===== config.mk =====
export PLATFORM = sky130hd
export DESIGN_NAME = mcs4_bus_sequencer
export DESIGN_NICKNAME = d
export VERILOG_FILES = /design/src/rtl/mcs4_pkg.sv /design/src/rtl/mcs4_edge_det.sv /design/src/rtl/mcs4_bus_sequencer.sv
export SDC_FILE = /design/constraint.sdc
export NUM_CORES = 1
export LEC_CHECK = 0
export CORE_MARGIN = 2
export CORE_UTILIZATION = 54
export CTS_CLUSTER_SIZE = 30
export DETAILED_ROUTE_END_ITERATION = 12
export GPL_TIMING_DRIVEN = 1
export PLACE_DENSITY_LB_ADDON = 0.3
export SLEW_MARGIN = 20
export SYNTH_ARGS = -nofsm -noshare
export SYNTH_HDL_FRONTEND = slang
export SYNTH_SLANG_ARGS = --single-unit

===== constraint.sdc =====
create_clock -name clk_i -period 4.3 [get_ports clk_i]
set_input_delay 0.86 -clock clk_i [delete_from_list [all_inputs] [get_ports clk_i]]
set_output_delay 0.86 -clock clk_i [all_outputs]
set_load 0.05 [all_outputs]

===== src/rtl/mcs4_pkg.sv =====
// Shared MCS-4 bus definitions: subcycle states, phase bit positions and helpers.
package mcs4_pkg;

    localparam int unsigned NumSubcycles = 8;

    // Bit positions of each subcycle inside the one-hot phase vector.
    localparam int unsigned PhaseA1 = 0;
    localparam int unsigned PhaseA2 = 1;
    localparam int unsigned PhaseA3 = 2;
    localparam int unsigned PhaseM1 = 3;
    localparam int unsigned PhaseM2 = 4;
    localparam int unsigned PhaseX1 = 5;
    localparam int unsigned PhaseX2 = 6;
    localparam int unsigned PhaseX3 = 7;

    typedef enum logic [3:0] {
        StUnsync = 4'd0,
        StA1     = 4'd1,
        StA2     = 4'd2,
        StA3     = 4'd3,
        StM1     = 4'd4,
        StM2     = 4'd5,
        StX1     = 4'd6,
        StX2     = 4'd7,
        StX3     = 4'd8
    } seq_state_e;

    // One-hot phase vector for a state; all zero while unsynchronised.
    function automatic logic [NumSubcycles-1:0] phase_onehot(input seq_state_e st);
        logic [NumSubcycles-1:0] oh;
        oh = '0;
        case (st)
            StA1:    oh[PhaseA1] = 1'b1;
            StA2:    oh[PhaseA2] = 1'b1;
            StA3:    oh[PhaseA3] = 1'b1;
            StM1:    oh[PhaseM1] = 1'b1;
            StM2:    oh[PhaseM2] = 1'b1;
            StX1:    oh[PhaseX1] = 1'b1;
            StX2:    oh[PhaseX2] = 1'b1;
            StX3:    oh[PhaseX3] = 1'b1;
            default: oh = '0;
        endcase
        return oh;
    endfunction

    // Successor in the A1..X3 ring without SYNC; X3 and UNSYNC fall out to UNSYNC.
    function automatic seq_state_e next_subcycle(input seq_state_e st);
        seq_state_e nx;
        case (st)
            StA1:    nx = StA2;
            StA2:    nx = StA3;
            StA3:    nx = StM1;
            StM1:    nx = StM2;
            StM2:    nx = StX1;
            StX1:    nx = StX2;
            StX2:    nx = StX3;
            default: nx = StUnsync;
        endcase
        return nx;
    endfunction

endpackage


===== src/rtl/mcs4_edge_det.sv =====
// Falling-edge detector: pulses for the clk in which sig goes from 1 to 0.
module mcs4_edge_det (
    input  logic clk,
    input  logic rst,
    input  logic sig,
    output logic fall
);

    logic sig_prev;

    // One-clk history of the input level.
    always_ff @(posedge clk or posedge rst) begin
        if (rst) begin
            sig_prev <= 1'b0;
        end else begin
            sig_prev <= sig;
        end
    end

    assign fall = sig_prev & ~sig;

endmodule


===== src/rtl/mcs4_bus_sequencer.sv =====
// Tracks the 4004 eight-subcycle bus cycle from PHI2/SYNC and captures address and opcode.
module mcs4_bus_sequencer
    import mcs4_pkg::*;
#(
    parameter int unsigned CNT_WIDTH   = 16,
    parameter int unsigned LOCK_CYCLES = 2
) (
    input  logic                 clk_i,
    input  logic                 rst_i,
    input  logic                 PHI1_i,
    input  logic                 PHI2_i,
    input  logic                 SYNC_i,
    input  logic [3:0]           D_i,
    output logic [7:0]           phase_o,
    output logic [11:0]          addr_o,
    output logic [7:0]           opcode_o,
    output logic                 instr_valid_o,
    output logic                 locked_o,
    output logic                 sync_err_o,
    output logic [CNT_WIDTH-1:0] cycle_cnt_o
);

    localparam int unsigned LockW = (LOCK_CYCLES < 1) ? 1 : $clog2(LOCK_CYCLES + 1);
    localparam logic [LockW-1:0] LockTarget = LockW'(LOCK_CYCLES);

    seq_state_e       state;
    seq_state_e       state_next;
    logic             advance;
    logic             framing;
    logic             err_next;
    logic             well_formed;
    logic             x3_exit;
    logic             complete;
    logic [11:0]      stage_addr;
    logic [3:0]       stage_opr;
    logic [LockW-1:0] lock_cnt;
    logic [LockW-1:0] lock_inc;

    mcs4_edge_det u_phi2_fall (
        .clk  (clk_i),
        .rst  (rst_i),
        .sig  (PHI2_i),
        .fall (advance)
    );

    // PHI1 and PHI2 high together means the clock generator is broken.
    assign framing = PHI1_i & PHI2_i;

    // Subcycle state register.
    always_ff @(posedge clk_i or posedge rst_i) begin
        if (rst_i) begin
            state <= StUnsync;
        end else begin
            state <= state_next;
        end
    end

    // Next subcycle and per-event decodes; error paths pre-empt instruction completion.
    always_comb begin
        state_next  = state;
        err_next    = 1'b0;
        well_formed = 1'b0;
        x3_exit     = 1'b0;
        complete    = 1'b0;
        if (framing) begin
            state_next = StUnsync;
            err_next   = 1'b1;
        end else if (advance) begin
            x3_exit = (state == StX3);
            if (SYNC_i) begin
                state_next = StA1;
                if (state == StX3) begin
                    well_formed = 1'b1;
                end else if (state != StUnsync) begin
                    err_next = 1'b1;
                end
            end else if (state == StX3) begin
                state_next = StUnsync;
                err_next   = 1'b1;
            end else begin
                state_next = next_subcycle(state);
                complete   = (state == StM2);
            end
        end
    end

    assign phase_o  = phase_onehot(state);
    assign lock_inc = (lock_cnt == LockTarget) ? lock_cnt : lock_cnt + LockW'(1);

    // Stage nibbles as each subcycle is left; outputs only move when a full fetch lands.
    always_ff @(posedge clk_i or posedge rst_i) begin
        if (rst_i) begin
            stage_addr    <= 12'h000;
            stage_opr     <= 4'h0;
            addr_o        <= 12'h000;
            opcode_o      <= 8'h00;
            instr_valid_o <= 1'b0;
        end else begin
            instr_valid_o <= complete;
            if (advance) begin
                case (state)
                    StA1:    stage_addr[3:0]  <= D_i;
                    StA2:    stage_addr[7:4]  <= D_i;
                    StA3:    stage_addr[11:8] <= D_i;
                    StM1:    stage_opr        <= D_i;
                    default: ;
                endcase
            end
            if (complete) begin
                addr_o   <= stage_addr;
                opcode_o <= {stage_opr, D_i};
            end
        end
    end

    // Lock tracking, error pulse and completed-cycle counter.
    always_ff @(posedge clk_i or posedge rst_i) begin
        if (rst_i) begin
            lock_cnt    <= '0;
            locked_o    <= 1'b0;
            sync_err_o  <= 1'b0;
            cycle_cnt_o <= '0;
        end else begin
            sync_err_o <= err_next;
            if (err_next) begin
                lock_cnt <= '0;
                locked_o <= 1'b0;
            end else if (well_formed) begin
                lock_cnt <= lock_inc;
                if (lock_inc == LockTarget) begin
                    locked_o <= 1'b1;
                end
            end
            if (x3_exit) begin
                cycle_cnt_o <= cycle_cnt_o + 1'b1;
            end
        end
    end

endmodule


==> impl_metrics.json <==
{
  "grt_usage": 0.201,
  "dr.pass1.iters": 4,
  "drc_errors": 0,
  "grt_start_max_net_pins": 34,
  "viasPerCell": 5.28,
  "netlist.area_leader.share": 0.589,
  "rrSetupSlack_ns": 2.09,
  "dieHeight_um": 73.8,
  "ys.flop_type": "dfrtp_1",
  "clock_skew_ns": 0.00737,
  "post-route-period-util": 0.724,
  "cts_tree": "yes",
  "setup-tns-final_ns": 0,
  "max_slew_margin": 0.406,
  "reg2reg_depth": 4,
  "post-place-ws_ns": 1.24,
  "root_buffer": "clkbuf_8",
  "drive_above_1_share": 0.217,
  "hpwl_mm": 3.41,
  "synthTopCellsByCount": "dfrtp_1 (62), mux2_2 (37), nand2_1 (15)",
  "clock_latency_ns": 0.32,
  "cts.sinks": 62,
  "crit-reg2reg-capture": "addr_o[2]$_DFFE_PP0P_",
  "post-route-min-period_ns": 3.11,
  "worstSetupPathType": "reg -> out",
  "ant_nets": 0,
  "setup_slack_ns": 1.19,
  "yosys.area.top_type": "dfrtp_1",
  "setup_violations": 0,
  "dieArea_um2": 5450,
  "p_per_area_nw_per_um2": 366,
  "synthesis.nets": 216,
  "p_leak_nw": 1.60,
  "die_x_um": 73.8,
  "drv_cap": 0,
  "worst_pin_slew_ns": 0.889,
  "peakVddDrop_v": 0.000355,
  "coreArea_um2": 4720,
  "io_pins": 56,
  "ys_ff_latch": 62,
  "gp_congestion": 0.800,
  "initial_utilization": 0.557,
  "synth_area_per_cell_um2": 12.8,
  "vias": 1765,
  "placement.io_buffers": 55,
  "rsz0062_at_grt": "no",
  "cp.arrival_ns": 2.25,
  "min_to": "cycle_cnt_o[15]$_DFFE_PP0P_",
  "min_from": "cycle_cnt_o[15]$_DFFE_PP0P_",
  "ys_warn_count": 0,
  "cts_buffers": 9,
  "antenna_cells": 0,
  "crit_required_ns": 3.44,
  "post_cts_buffers": 0,
  "reg2reg_from": "state[2]$_DFFE_PP0P_",
  "finalHoldViolations": 0,
  "syn-cell-area_um2": 2630,
  "start_kind": "flip-flop",
  "cts.repair.resized": 0,
  "hold_path.class": "reg -> reg",
  "totalWireLength_mm": 4.89,
  "async_flop_share": 1.00,
  "syn_to_final_growth_pct": 30.3,
  "postSynthCellCount": 205,
  "slowest_delay_ns": 0.79,
  "path_max_fanout": 12,
  "status": "complete, no violations",
  "antenna_found_initial": 0,
  "clk_path_buf_depth": 2,
  "cts_max_level": 3,
  "cp_cell_sequence": "or2b_1 > nor2_1 > and2_1 > clkdlybuf4s50_1",
  "ys_types": 33,
  "hold_depth": 1,
  "finalNetCount": 274,
  "grt_pass1_wl_mm": 8.02,
  "synth.most_common_cell": "dfrtp_1",
  "wl_per_cell_um": 14.6,
  "end_kind": "output pin",
  "clock.fmax_mhz": 321,
  "first_iter_violations": 86,
  "synth.yosys.seq_area_share": 0.589,
  "holdBufCountCts": 0,
  "final_max_slew_viol_count": 0,
  "row_count": 25,
  "overflow": 0,
  "synth-edff-count": 0,
  "grt_pass1_vias": 1656,
  "synthTopCellsByArea": "dfrtp_1 (59%), mux2_2 (16%), xnor2_1 (3.3%)",
  "slowest_stage": "clkdlybuf4s50_1",
  "clk_pin_slew_ns": 0.07
}
cell usage in the layout, fill, tap and decap left out, drive strengths merged, types with 2 or more instances in the layout:
cell type      instances
and3                   3
nand3                  4
xor2                   5
or3                    2
inv                    5
nor4                   2
nor2b                  2
nand4                  4
clkdlybuf4s50         55
clkinv                 2
or4b                   2
nor3                   9
xnor2                 11
ha                     2
nand2                 15
or4                    3
a21oi                  3
nand2b                 5
nand4b                 2
o21ai                  2
nor2                   8
mux2                  37
clkbuf                12
dfrtp                 62
a22o                   3
metrics by stage:
stage | util | instances | total power, W | hold WS, ns | cell area (um2)
2_1_floorplan | - | 205 | 0.000725 | 0.475 | 2630
3_3_place_gp | 0.684 | 319 | 0.000756 | 0.460 | 3230
3_5_place_dp | 0.684 | 319 | 0.000762 | 0.474 | 3230
4_1_cts | 0.726 | 334 | 0.00127 | 0.483 | 3430
5_1_grt | 0.726 | 334 | 0.00131 | 0.516 | 3430
6_report | 0.726 | 334 | 0.00126 | 0.475 | 3430
worst max-delay path by stage:
stage                          from                          end  depth (start not counted)
4_1_cts        state[2]$_DFFE_PP0P_                   phase_o[5]                          4
3_5_place_dp                 PHI2_i  cycle_cnt_o[15]$_DFFE_PP0P_                          5
6_report       state[2]$_DFFE_PP0P_                   phase_o[5]                          4
3_3_place_gp                 PHI2_i  cycle_cnt_o[15]$_DFFE_PP0P_                          5
5_1_grt        state[2]$_DFFE_PP0P_                   phase_o[5]                          4
2_1_floorplan  state[3]$_DFFE_PP0P_                   phase_o[3]                          3
area by class of cell:
cell class	count	area (um2)
sequential	62	1550
fill	352	1290
multi-input combinational	129	1020
timing repair buffer	56	558
clock buffer	12	155
tap	67	83.8
clock inverter	3	43.8
inverter	5	18.8
routing by layer:
| metal | GRT usage | part of all wire |
|---|---|---|
| met2 | 0.290 | 0.46 |
| met3 | 0.0466 | 0.045 |
| met1 | 0.282 | 0.47 |
| met5 | 0 | 0 |
| met4 | 0.105 | 0.018 |
logic make-up after synthesis:
kind of cell | Yosys count | synth area share
fa+ha+maj | 2 | 0.00950
buf+inv | 14 | 0.0233
mux | 38 | 0.162
simple gates | 64 | 0.138
flops | 62 | 0.589
xor+xnor | 16 | 0.0561
compound gates | 9 | 0.0219
power by group:
group	internal [W]	switching [W]	total, W
Combinational	0.0000501	0.0000532	0.000103
Clock	0.000296	0.000211	0.000508
Sequential	0.000623	0.0000234	0.000646
worst max-delay path, delay by kind of cell, from the launching register on:
family	cells	cell delay (ns)
buffers and inverters	1	0.79
DFF	1	0.55
and+or+nand+nor	3	0.59
registers in the layout, summed over array words and instances (netlist names):
| name | cells |
|---|---|
| u_phi2_fall.sig_prev | 1 |
| sync_err_o | 1 |
| opcode_o | 8 |
| addr_o | 12 |
| lock_cnt | 2 |
| instr_valid_o | 1 |
| cycle_cnt_o | 16 |
| stage_addr | 12 |
| stage_opr | 4 |
| locked_o | 1 |
| state | 4 |
No activity file was read; power rests on OpenSTA's default activity.
